==> src/rtl/uart_rx_fifo_writer.sv <==
// rtl/uart_rx_fifo_writer.sv - oversampling 8N1 UART receiver that pushes bytes into a byte FIFO
// Optional even-parity bit compiled in with `define UART_RX_PARITY_EN.
module uart_rx_fifo_writer #(
    parameter int CLKS_PER_BIT = 16
) (
    input  logic       clk,
    input  logic       reset,
    input  logic       line,
    input  logic       fifo_full,
    input  logic       err_clr,
    output logic       fifo_wren,
    output logic [7:0] fifo_din,
    output logic       busy,
    output logic       frame_err,
    output logic       overrun,
    output logic       parity_err
);

    localparam int TW = (CLKS_PER_BIT > 2) ? $clog2(CLKS_PER_BIT) : 1;
    localparam logic [TW-1:0] TICK_LAST = TW'(CLKS_PER_BIT - 1);
    localparam logic [TW-1:0] TICK_MID  = TW'(CLKS_PER_BIT / 2 - 1);

    typedef enum logic [2:0] {
        S_IDLE,
        S_START,
        S_DATA,
        S_PARITY,
        S_STOP,
        S_BREAK
    } state_t;

    state_t          state_q, state_d;
    logic            sync1_q, sync2_q;
    logic [TW-1:0]   tick_q, tick_d;
    logic [2:0]      bitn_q, bitn_d;
    logic [7:0]      shreg_q, shreg_d;
    logic            wren_q, wren_d;
    logic [7:0]      din_q, din_d;
    logic            fe_q, fe_d;
    logic            ov_q, ov_d;
    logic            set_fe, set_ov;
    logic            rxs;

`ifdef UART_RX_PARITY_EN
    logic            pe_q, pe_d;
    logic            par_bad_q, par_bad_d;
    logic            set_pe;
`endif

    assign rxs = sync2_q;

    always_ff @(posedge clk or posedge reset) begin
        if (reset) begin
            sync1_q <= 1'b1;
            sync2_q <= 1'b1;
            state_q <= S_IDLE;
            tick_q  <= '0;
            bitn_q  <= '0;
            shreg_q <= '0;
            wren_q  <= 1'b0;
            din_q   <= '0;
            fe_q    <= 1'b0;
            ov_q    <= 1'b0;
`ifdef UART_RX_PARITY_EN
            pe_q      <= 1'b0;
            par_bad_q <= 1'b0;
`endif
        end else begin
            sync1_q <= line;
            sync2_q <= sync1_q;
            state_q <= state_d;
            tick_q  <= tick_d;
            bitn_q  <= bitn_d;
            shreg_q <= shreg_d;
            wren_q  <= wren_d;
            din_q   <= din_d;
            fe_q    <= fe_d;
            ov_q    <= ov_d;
`ifdef UART_RX_PARITY_EN
            pe_q      <= pe_d;
            par_bad_q <= par_bad_d;
`endif
        end
    end

    always_comb begin
        state_d = state_q;
        tick_d  = tick_q + TW'(1);
        bitn_d  = bitn_q;
        shreg_d = shreg_q;
        wren_d  = 1'b0;
        din_d   = din_q;
        set_fe  = 1'b0;
        set_ov  = 1'b0;
`ifdef UART_RX_PARITY_EN
        par_bad_d = par_bad_q;
        set_pe    = 1'b0;
`endif
        case (state_q)
            S_IDLE: begin
                tick_d = '0;
                bitn_d = '0;
`ifdef UART_RX_PARITY_EN
                par_bad_d = 1'b0;
`endif
                if (!rxs) begin
                    state_d = S_START;
                end
            end
            // Half a bit in: a high line here was only a glitch.
            S_START: begin
                if (tick_q == TICK_MID) begin
                    tick_d = '0;
                    bitn_d = '0;
                    state_d = rxs ? S_IDLE : S_DATA;
                end
            end
            S_DATA: begin
                if (tick_q == TICK_LAST) begin
                    tick_d  = '0;
                    shreg_d = {rxs, shreg_q[7:1]};
                    bitn_d  = bitn_q + 3'd1;
                    if (bitn_q == 3'd7) begin
`ifdef UART_RX_PARITY_EN
                        state_d = S_PARITY;
`else
                        state_d = S_STOP;
`endif
                    end
                end
            end
`ifdef UART_RX_PARITY_EN
            S_PARITY: begin
                if (tick_q == TICK_LAST) begin
                    tick_d    = '0;
                    par_bad_d = ^{shreg_q, rxs};
                    set_pe    = ^{shreg_q, rxs};
                    state_d   = S_STOP;
                end
            end
`endif
            S_STOP: begin
                if (tick_q == TICK_LAST) begin
                    tick_d = '0;
                    if (!rxs) begin
                        set_fe  = 1'b1;
                        state_d = S_BREAK;
                    end else begin
                        state_d = S_IDLE;
`ifdef UART_RX_PARITY_EN
                        if (!par_bad_q) begin
`else
                        begin
`endif
                            if (fifo_full) begin
                                set_ov = 1'b1;
                            end else begin
                                wren_d = 1'b1;
                                din_d  = shreg_q;
                            end
                        end
                    end
                end
            end
            // Hold off until the line returns high so a stuck-low line cannot retrigger.
            S_BREAK: begin
                tick_d = '0;
                if (rxs) begin
                    state_d = S_IDLE;
                end
            end
            default: begin
                tick_d  = '0;
                state_d = S_IDLE;
            end
        endcase

        fe_d = (fe_q & ~err_clr) | set_fe;
        ov_d = (ov_q & ~err_clr) | set_ov;
`ifdef UART_RX_PARITY_EN
        pe_d = (pe_q & ~err_clr) | set_pe;
`endif
    end

    assign fifo_wren = wren_q;
    assign fifo_din  = din_q;
    assign busy      = (state_q != S_IDLE);
    assign frame_err = fe_q;
    assign overrun   = ov_q;
`ifdef UART_RX_PARITY_EN
    assign parity_err = pe_q;
`else
    assign parity_err = 1'b0;
`endif

endmodule

==> config.mk <==
export PLATFORM = sky130hd
export DESIGN_NAME = uart_rx_fifo_writer
export DESIGN_NICKNAME = d
export VERILOG_FILES = /design/src/rtl/uart_rx_fifo_writer.sv
export SDC_FILE = /design/constraint.sdc
export NUM_CORES = 1
export LEC_CHECK = 0
export BUFFER_PORTS_ARGS = -buffer_cell sky130_fd_sc_hd__buf_2
export CAP_MARGIN = 15
export CORE_MARGIN = 5
export CORE_UTILIZATION = 50
export DETAILED_ROUTE_END_ITERATION = 6
export PLACE_DENSITY = 0.73
export SYNTH_ARGS = -nofsm -noshare
export SYNTH_HDL_FRONTEND = slang
export SYNTH_SLANG_ARGS = --single-unit
==> constraint.sdc <==
create_clock -name clk -period 1.5 [get_ports clk]
set_input_delay 0.075 -clock clk [delete_from_list [all_inputs] [get_ports clk]]
set_output_delay 0.075 -clock clk [all_outputs]
set_load 0.005 [all_outputs]
==> results of run 1 <==
metrics by stage:
| step | area [µm²] | hold WS, ps | total power [mW] |
|---|---|---|---|
| final | 1780 | 14.2 | 2.18 |
| after global placement | 1590 | 160 | 1.47 |
| after CTS | 1750 | 17.5 | 2.19 |
| after global routing | 1780 | 37.1 | 2.30 |
| after floorplan | 1440 | 79.5 | 1.34 |
| after detailed placement | 1590 | 170 | 1.51 |
worst reg2reg max path, stage by stage (launching register included):
cell and delay (ps):
dfrtp_1 400, ha_4 170, and4b_2 310, nand4b_4 190, mux2_4 340
layout by cell type (no fill, tap or decap), types with 2 or more instances in the layout:
master / instances
a32oi_1: 3
buf_2: 16
buf_4: 16
clkbuf_4: 5
dfrtp_1: 29
dfstp_2: 2
dlygate4sd3_1: 3
ha_1: 2
inv_1: 5
mux2_2: 8
mux2_4: 8
nand2_1: 6
nand2b_1: 3
nand3b_1: 2
nand4b_4: 3
nor2_1: 5
o21ai_0: 3
o21ai_1: 2
o22ai_1: 2
or3_1: 2
xor2_1: 3
power breakdown:
group	internal, mW	total, mW	switching (mW)
clock	0.343	0.616	0.273
combinational	0.290	0.587	0.297
sequential	0.910	0.981	0.0706
total	1.54	2.18	0.641
routing by layer:
layer  GRT usage  vias up  routed length, µm  part of all wire
met3      0.0432        6                123             0.046
met5           0        -                  0                 0
met1       0.186      489               1170              0.44
li1            -      465                  -                 -
met2       0.236       27               1320              0.50
met4      0.0690        0                 47             0.018
worst max-delay path by stage:
stage,endpoint,cells past startpoint,slack [ps],startpoint
floorplan,fifo_din[0],6,-100,tick_q[0]
global placement,fifo_din[6],4,-30,tick_q[1]
detailed placement,fifo_din[5],4,-80,tick_q[1]
CTS,fifo_din[0],4,-40,tick_q[0]
global route,fifo_din[2],4,-90,tick_q[0]
finish,fifo_din[0],4,-20,tick_q[0]
timing repair:
action,CTS,global route
buffers inserted,3,3
pin swaps,2,4
resized for setup,3,4
cloned,1,0
setup endpoints to repair,9,16
hold buffers,3,0
hold endpoints to repair,32,0
logic make-up after synthesis:
| logic type | after synthesis |
|---|---|
| flops | 31 |
| simple gates | 27 |
| compound gates | 17 |
| mux | 16 |
| buf+inv | 12 |
| xor+xnor | 4 |
| fa+ha+maj | 3 |
| other cells | 1 |
cell type report:
cell class,count,area [µm²]
clock inverter,1,30.0
multi-input combinational,69,633
inverter,5,18.8
fill,217,928
clock buffer,6,41.3
tap,31,38.8
sequential,31,778
timing repair buffer,36,241
sequential cells by signal (all words and copies together), names as in the netlist:
signal and flops:
fifo_din 8, frame_err 1, bitn_q 3, fifo_wren 1
overrun 1, shreg_q 8, state_q 3, sync1_q 1
tick_q 4, rxs 1
==> results.py, run 1 <==
metrics = {
    "global_route": {
        "antenna_found_initial": 0,
        "track_usage": 0.149,
        "grt_pass1_wl_um": 4670,
        "grt_pass1_vias": 1017,
        "gr-total-overflow": 0,
        "grt_max_degree": 32,
    },
    "routing": {
        "dr.pass1.iters": 4,
        "viasPerCell": 5.51,
        "drcViolationCount": 0,
        "drtIter0Drc": 32,
        "final_antenna_net_count": 0,
        "wirelength_um": 2660,
        "drt-wirelength-per-cell_um": 14.9,
        "vias": 987,
    },
    "cells_and_area": {
        "nets": 156,
        "syn_to_final_growth_pct": 27.7,
        "final_core_util": 0.657,
        "finalNonFillerCells": 179,
        "drive_gt1_frac": 0.432,
        "antenna_cells": 0,
    },
    "critical_path": {
        "r2r_slack_ps": -20,
        "timing.rr.start": "tick_q[0]",
        "worstPathArrival_ps": 1750,
        "cp_num_buf_inv": 0,
        "critPathTopFamily": "simple AND/OR/NAND/NOR gates",
        "r2r_end": "fifo_din[0]",
        "cp.required_ps": 1720,
        "cpPeakStageDelay_ps": 400,
        "critPathCaptureType": "flip-flop",
        "reg2reg_depth": 4,
        "crit_chain": "ha_4, and4b_2, nand4b_4, mux2_4",
        "critPathMaxFanout": 5,
        "startpoint_type": "flip-flop",
        "worstSetupPathType": "reg2reg",
        "crit_path_top_delay_cell": "dfrtp_1",
    },
    "hold_path": {
        "hold_depth": 3,
        "hold_path.startpoint": "fifo_full",
        "hold_class": "in2reg",
        "min_to": "overrun",
    },
    "sta": {
        "fin_setup_tns_ps": -93.2,
        "post-route-period-util": 1.01,
        "final_max_slew_viol_count": 0,
        "fin_ws_ps": -21.7,
        "setup_violations": 5,
        "max_freq_ghz": 0.657,
        "hold_viol": 0,
        "min_period_ps": 1520,
        "rsz0062_at_grt": "yes",
        "fin_skew_ps": 7.93,
    },
    "logic_synthesis": {
        "synthXorXnorAreaFrac": 0.0251,
        "syn_inst": 111,
        "yosys_warnings": 0,
        "synthTopCellsByCount": "dfrtp_1 (29), mux2_2 (15), nand2_1 (6)",
        "ys_ff_latch": 31,
        "synthMuxAreaShare": 0.132,
        "ys.flop_type": "dfrtp_1",
        "synth_compound_area_frac": 0.0825,
        "synth_top_area_cell": "dfrtp_1",
        "synth_top_family_by_area": "simple AND/OR/NAND/NOR gates",
        "yosys.area_share.simple": 0.133,
        "yosys.area.top_type_share": 0.520,
        "yosys-top-cells-area": "dfrtp_1 (52%), mux2_2 (12%), dfstp_2 (3.8%)",
        "syn_nets": 119,
        "synth.avg_cell_area_um2": 12.6,
        "synth_most_common_cell": "dfrtp_1",
        "synth_edf_count": 0,
        "ys_types": 35,
        "ys_seq_area_frac": 0.558,
        "netlist_area_um2": 1400,
        "async_reset_ff_frac": 1.00,
        "synth-adder-area-share": 0.0269,
    },
    "cts": {
        "clkSinkCount": 31,
        "root_buffer": "clkbuf_4",
        "cts_tree": "yes",
        "clk_pin_slew_ps": 90,
        "htreeDepth": 2,
        "cts_buffer_depth": 2,
        "clk_latency_ps": 330,
        "cts_made_buffers": 5,
    },
    "floorplanning": {
        "initial_utilization": 0.515,
        "coreArea_um2": 2710,
        "die_h_um": 62.8,
        "die_w_um": 62.8,
        "die_area_um2": 3950,
        "io_pins": 18,
        "placementRows": 19,
    },
    "status": {
        "violations": "negative setup slack",
        "status": "finished with violations",
    },
    "flow_run": {
        "maxCapViolCount": 0,
    },
    "pwr": {
        "vdd_ir_drop_max_mv": 1.18,
        "leakagePower_nw": 0.982,
        "powerDensity_nw_per_um2": 1230,
    },
    "placed_design": {
        "dp_worst_setup_slack_ps": -83.7,
        "globalplace.congestion": 0.805,
        "dp_hpwl_um": 1840,
        "dp.cells": 162,
        "io_buffer_count": 16,
    },
}
Power figures use the tool's default switching activity.
==> inputs of run 2 (changes only) <==
--- a/config.mk
+++ b/config.mk
@@ -10,7 +10,7 @@
 export CORE_MARGIN = 5
 export CORE_UTILIZATION = 50
 export DETAILED_ROUTE_END_ITERATION = 6
-export PLACE_DENSITY = 0.73
+export PLACE_DENSITY_LB_ADDON = 0.25
 export SYNTH_ARGS = -nofsm -noshare
 export SYNTH_HDL_FRONTEND = slang
 export SYNTH_SLANG_ARGS = --single-unit
==> run 2 against run 1 <==
- sequential cell count unchanged
- final cell count grew 0.56%
- the flow still finishes with violations (negative setup slack)
- largest power group unchanged
- sequential power is 1% higher
- largest cell class unchanged
- core utilization is 0.92 points higher
- wire length rose by 5.6%
- register-to-register slack about the same
- critical path depth up 1
- clock skew rose by 0.68 ps
- clock power is 17% lower
- combinational power is 11% higher
- fmax is 0.13% higher
- global-route usage rose by 0.90 points
==> results.py, run 2 (synthesis gave the netlist of run 1 again) <==
metrics = {
    "flow_run": {
        "maxCapViolCount": 0,
    },
    "pwr": {
        "leakagePower_nw": 0.966,
        "p_int_mw": 1.48,
        "power_switching_mw": 0.673,
        "vdd_ir_drop_max_mv": 0.819,
        "p_seq_frac": 0.461,
        "switching_share": 0.312,
        "power_mw": 2.16,
        "powerDensity_nw_per_um2": 1190,
        "pwr-share-clk": 0.237,
        "comb_power_share": 0.301,
    },
    "critical_path": {
        "crit_chain": "ha_4, buf_6, nand4b_4, nor2_4, mux2_2",
        "critPathTopFamily": "flip-flops",
        "critPathCaptureType": "flip-flop",
        "reg2reg_depth": 5,
        "cpPeakStageDelay_ps": 400,
        "worstSetupPathType": "reg2reg",
        "worstPathArrival_ps": 1740,
        "startpoint_type": "flip-flop",
        "crit_path_top_delay_cell": "dfrtp_1",
        "cp.depth": 5,
        "critPathMaxFanout": 8,
        "cp.required_ps": 1720,
        "cp_num_buf_inv": 1,
    },
    "sta": {
        "hold_viol": 0,
        "rsz0062_at_grt": "yes",
        "setup_violations": 6,
        "max_freq_ghz": 0.658,
        "hold_ws_ps": 35.8,
        "fin_skew_ps": 8.60,
        "final_max_slew_viol_count": 0,
        "max_slew.worst_pin.slew_ps": 555,
        "post-route-period-util": 1.01,
        "fin_ws_ps": -19.7,
        "slew_headroom": 0.629,
        "min_period_ps": 1520,
        "fin_setup_tns_ps": -77.1,
    },
    "floorplanning": {
        "die_w_um": 62.8,
        "die_area_um2": 3950,
        "initial_utilization": 0.515,
        "placementRows": 19,
        "coreArea_um2": 2710,
        "io_pins": 18,
        "die_h_um": 62.8,
    },
    "routing": {
        "drcViolationCount": 0,
        "viasPerCell": 5.55,
        "dr.pass1.iters": 4,
        "final_antenna_net_count": 0,
        "vias": 999,
        "drtIter0Drc": 24,
        "drt-wirelength-per-cell_um": 15.6,
        "wirelength_um": 2810,
    },
    "cells_and_area": {
        "final_common_cell": "dfrtp_1",
        "drive_gt1_frac": 0.450,
        "final_cell_mix": "dfrtp_1 (29), buf_2 (16), buf_4 (13), mux2_4 (11), nand2_1 (6)",
        "antenna_cells": 0,
        "nets": 156,
        "nFillCells": 222,
        "final_cell_area_um2": 1810,
        "syn_to_final_growth_pct": 29.5,
    },
    "global_route": {
        "track_usage": 0.158,
        "gr-total-overflow": 0,
        "grt_max_degree": 19,
        "antenna_found_initial": 0,
        "grt_pass1_vias": 1019,
        "grt_pass1_wl_um": 4760,
    },
    "cts": {
        "cts_tree": "yes",
        "htreeDepth": 2,
        "root_buffer": "clkbuf_4",
        "cts_made_buffers": 5,
        "clk_pin_slew_ps": 90,
        "clkSinkCount": 31,
        "cts_buffer_depth": 2,
        "clk_latency_ps": 330,
    },
    "hold_path": {
        "hold_depth": 3,
        "hold_class": "in2reg",
    },
    "placed_design": {
        "dp_hpwl_um": 1920,
        "placed_area_um2": 1620,
        "io_buffer_count": 16,
        "globalplace.congestion": 0.775,
    },
    "status": {
        "violations": "negative setup slack",
        "status": "finished with violations",
    },
}
-- run 2: cell count changes in the layout (fill, tap and decap cells not counted), moves of 2 or more --
cell,before,now
buf_4,16,13
buf_6,1,3
mux2_4,8,11
mux2_2,8,5
-- run 2: power groups by stage --
| stage | Sequential, mW | Combinational [mW] | Clock [mW] |
|---|---|---|---|
| after global routing | 1.00 | 0.718 | 0.577 |
| final | 0.995 | 0.649 | 0.512 |
| after floorplan | 0.965 | 0.377 | 0 |
| after CTS | 0.977 | 0.582 | 0.523 |
| after global placement | 0.985 | 0.531 | 0 |
| after detailed placement | 0.992 | 0.555 | 0 |
-- run 2: timing repair --
item                       4_1_cts  5_1_grt
setup endpoints to repair       16       24
hold endpoints to repair        14        0
gates resized for setup          3        9
pin swaps                        2        2
gates cloned                     1        0
setup buffers                    1        3
hold buffers                     3        0
-- run 2: through the flow --
step           cells   util  setup slack (ps)
5_1_grt          180  0.667             -74.8
6_report         180  0.667             -19.7
3_3_place_gp     164  0.598             -5.99
4_1_cts          177  0.643             -31.0
3_5_place_dp     164  0.598             -73.5
2_1_floorplan    111      -              -105
-- run 2: worst register-to-register path, cell delays in order, from the launching register on --
cell and delay, ps:
dfrtp_1 400, ha_4 160, buf_6 90, nand4b_4 110
nor2_4 280, mux2_2 370
-- run 2: area by class of cell --
cell class                 instances  area, µm²  share of cell area
inverter                           5       18.8              0.0104
tap                               31       38.8              0.0215
sequential                        31        778               0.431
clock inverter                     1       5.00             0.00277
clock buffer                       7       55.1              0.0305
multi-input combinational         69        649               0.359
timing repair buffer              36        262               0.145
-- run 2: per-layer routing --
layer	vias to the layer above	routed length, µm	GRT usage
li1	469	-	-
met1	506	1280	0.195
met2	20	1380	0.249
met3	4	105	0.0576
met4	0	41	0.0637
met5	-	0	0
-- run 2: worst paths after layout --
path                                 from          end  slack (ps)
worst max-delay path            tick_q[0]   shreg_q[6]         -20
worst min-delay path            fifo_full      overrun          40
worst max register to register  tick_q[0]   shreg_q[6]         -20
worst min register to register    sync1_q          rxs         360
max in group asynchronous           reset   state_q[2]         680
min in group asynchronous           reset  fifo_din[4]         320
==> inputs of run 3 (changes only) <==
--- a/config.mk
+++ b/config.mk
@@ -10,7 +10,7 @@
 export CORE_MARGIN = 5
 export CORE_UTILIZATION = 50
 export DETAILED_ROUTE_END_ITERATION = 6
-export PLACE_DENSITY_LB_ADDON = 0.25
+export PLACE_DENSITY = 0.84
 export SYNTH_ARGS = -nofsm -noshare
 export SYNTH_HDL_FRONTEND = slang
 export SYNTH_SLANG_ARGS = --single-unit
==> constraint.sdc (replaced) <==
create_clock -name clk -period 1.3 [get_ports clk]
set_input_delay 0.065 -clock clk [delete_from_list [all_inputs] [get_ports clk]]
set_output_delay 0.065 -clock clk [all_outputs]
set_load 0.005 [all_outputs]
==> run 3 against run 2 <==
- the flow still finishes with violations (negative setup slack)
- global-route usage increased by 1.4 points
- clock-buffer cell count up 1
- wire length is 14% higher
- sequential share of layout area decreased by 1.6 points
- highest routed layer unchanged
- die area unchanged
- largest cell class unchanged
- via count is 1.2% higher
- register-to-register slack worse by 220 ps
- design area up 3.9%
==> results.py, run 3 (synthesis gave the netlist of run 1 again) <==
metrics = {
    "cells_and_area": {
        "final_common_cell": "dfrtp_1",
        "nets": 159,
        "antenna_cells": 0,
        "multi_input_comb_area_um2": 686,
        "seq_area_um2": 778,
        "final_cell_area_um2": 1880,
        "syn_to_final_growth_pct": 34.6,
        "drive_gt1_frac": 0.480,
        "finalNonFillerCells": 183,
        "nFillCells": 192,
        "final_cell_mix": "dfrtp_1 (29), mux2_4 (16), buf_2 (16), buf_4 (15)",
    },
    "floorplanning": {
        "die_h_um": 62.8,
        "placementRows": 19,
        "coreArea_um2": 2710,
        "initial_utilization": 0.515,
        "die_w_um": 62.8,
        "io_pins": 18,
        "die_area_um2": 3950,
    },
    "critical_path": {
        "critPathCaptureType": "flip-flop",
        "startpoint_type": "flip-flop",
        "cpPeakStageDelay_ps": 380,
        "worstPathArrival_ps": 1760,
        "crit_path_top_delay_cell": "dfrtp_1",
        "worstSetupPathType": "reg2reg",
        "crit_chain": "ha_2, buf_4, nand4b_4, nor2_4, buf_12, mux2_4",
        "timing.rr.start": "tick_q[0]",
        "critPathMaxFanout": 8,
        "cp.required_ps": 1520,
        "crit_path_start": "tick_q[0]",
        "reg2reg_depth": 6,
    },
    "hold_path": {
        "hold_depth": 3,
        "hold_path.startpoint": "fifo_full",
        "hold_class": "in2reg",
    },
    "sta": {
        "rsz0062_at_grt": "yes",
        "final_max_slew_viol_count": 0,
        "max_freq_ghz": 0.650,
        "setup_violations": 27,
        "min_period_ps": 1540,
        "fin_ws_ps": -239,
        "fin_skew_ps": 5.32,
        "fin_setup_tns_ps": -4800,
        "hold_viol": 0,
        "post-route-period-util": 1.18,
    },
    "routing": {
        "drtIter0Drc": 42,
        "wirelength_um": 3190,
        "final_antenna_net_count": 0,
        "drt-wirelength-per-cell_um": 17.4,
        "dr.pass1.iters": 4,
        "viasPerCell": 5.52,
        "vias": 1011,
        "drcViolationCount": 0,
    },
    "cts": {
        "clk_pin_slew_ps": 90,
        "clkSinkCount": 31,
        "root_buffer": "clkbuf_4",
        "htreeDepth": 2,
        "clk_latency_ps": 330,
        "cts_made_buffers": 5,
        "cts_buffer_depth": 2,
        "cts_tree": "yes",
    },
    "placed_design": {
        "placed_area_um2": 1670,
        "dp.cells": 167,
        "dp_worst_setup_slack_ps": -242,
        "globalplace.congestion": 0.819,
        "io_buffer_count": 16,
        "dp_hpwl_um": 2070,
    },
    "flow_run": {
        "maxCapViolCount": 0,
    },
    "global_route": {
        "grt_max_degree": 19,
        "grt_pass1_vias": 1091,
        "track_usage": 0.172,
        "antenna_found_initial": 0,
        "grt_pass1_wl_um": 5260,
        "gr-total-overflow": 0,
    },
    "pwr": {
        "vdd_ir_drop_max_mv": 0.802,
        "power_mw": 2.49,
        "powerDensity_nw_per_um2": 1330,
        "power_switching_mw": 0.767,
        "p_int_mw": 1.72,
        "comb_power_share": 0.291,
        "p_seq_frac": 0.453,
        "leakagePower_nw": 1.03,
        "pwr-share-clk": 0.256,
        "switching_share": 0.308,
    },
    "status": {
        "status": "finished with violations",
        "violations": "negative setup slack",
    },
}
[run 3: path summary, 6_finish.rpt]
kind	end	slack, ps
setup / recovery	shreg_q[1]	-240
hold / removal	overrun	10
setup reg to reg	shreg_q[1]	-240
hold reg to reg	rxs	370
max in group asynchronous	rxs	760
min in group asynchronous	bitn_q[1]	300
[run 3: area by class of cell]
cell class | instances | area share
multi-input combinational | 69 | 0.365
inverter | 5 | 0.00999
tap | 31 | 0.0207
clock buffer | 8 | 0.0366
sequential | 31 | 0.414
timing repair buffer | 39 | 0.153
[run 3: critical path: cells and delay by family, from the launching register on]
| family | cells | cell delay (ps) |
|---|---|---|
| buf+inv | 2 | 300 |
| simple gates | 2 | 250 |
| flops | 1 | 380 |
| mux | 1 | 290 |
| fa+ha+maj | 1 | 180 |
[run 3: what timing repair did]
| action | in CTS | in global routing |
|---|---|---|
| gates cloned | 1 | 0 |
| endpoints found under the setup margin | 25 | 30 |
| endpoints found under the hold margin | 34 | 0 |
| hold buffers | 3 | 0 |
| resized for setup | 4 | 9 |
| pin swaps | 3 | 5 |
| buffers inserted | 2 | 2 |
[run 3: per-layer routing]
metal	GRT usage	vias to the layer above	share of wire
met5	0	-	0
met4	0.0743	0	0.025
met3	0.0755	13	0.051
met2	0.286	24	0.52
met1	0.189	502	0.41
li1	-	472	-
[run 3: per-stage QoR]
stage                     utilization  hold slack [ps]
after global placement          0.617             84.0
after detailed placement        0.617              106
final                           0.693             9.99
after floorplan                     -             69.5
after global routing            0.693             2.54
after CTS                       0.669             2.62
[run 3: power groups by stage]
stage	Combinational [mW]	Clock, mW	Sequential [mW]
floorplan	0.438	0	1.11
finish	0.724	0.637	1.13
global placement	0.579	0	1.13
global route	0.797	0.715	1.14
CTS	0.642	0.647	1.12
detailed placement	0.607	0	1.14
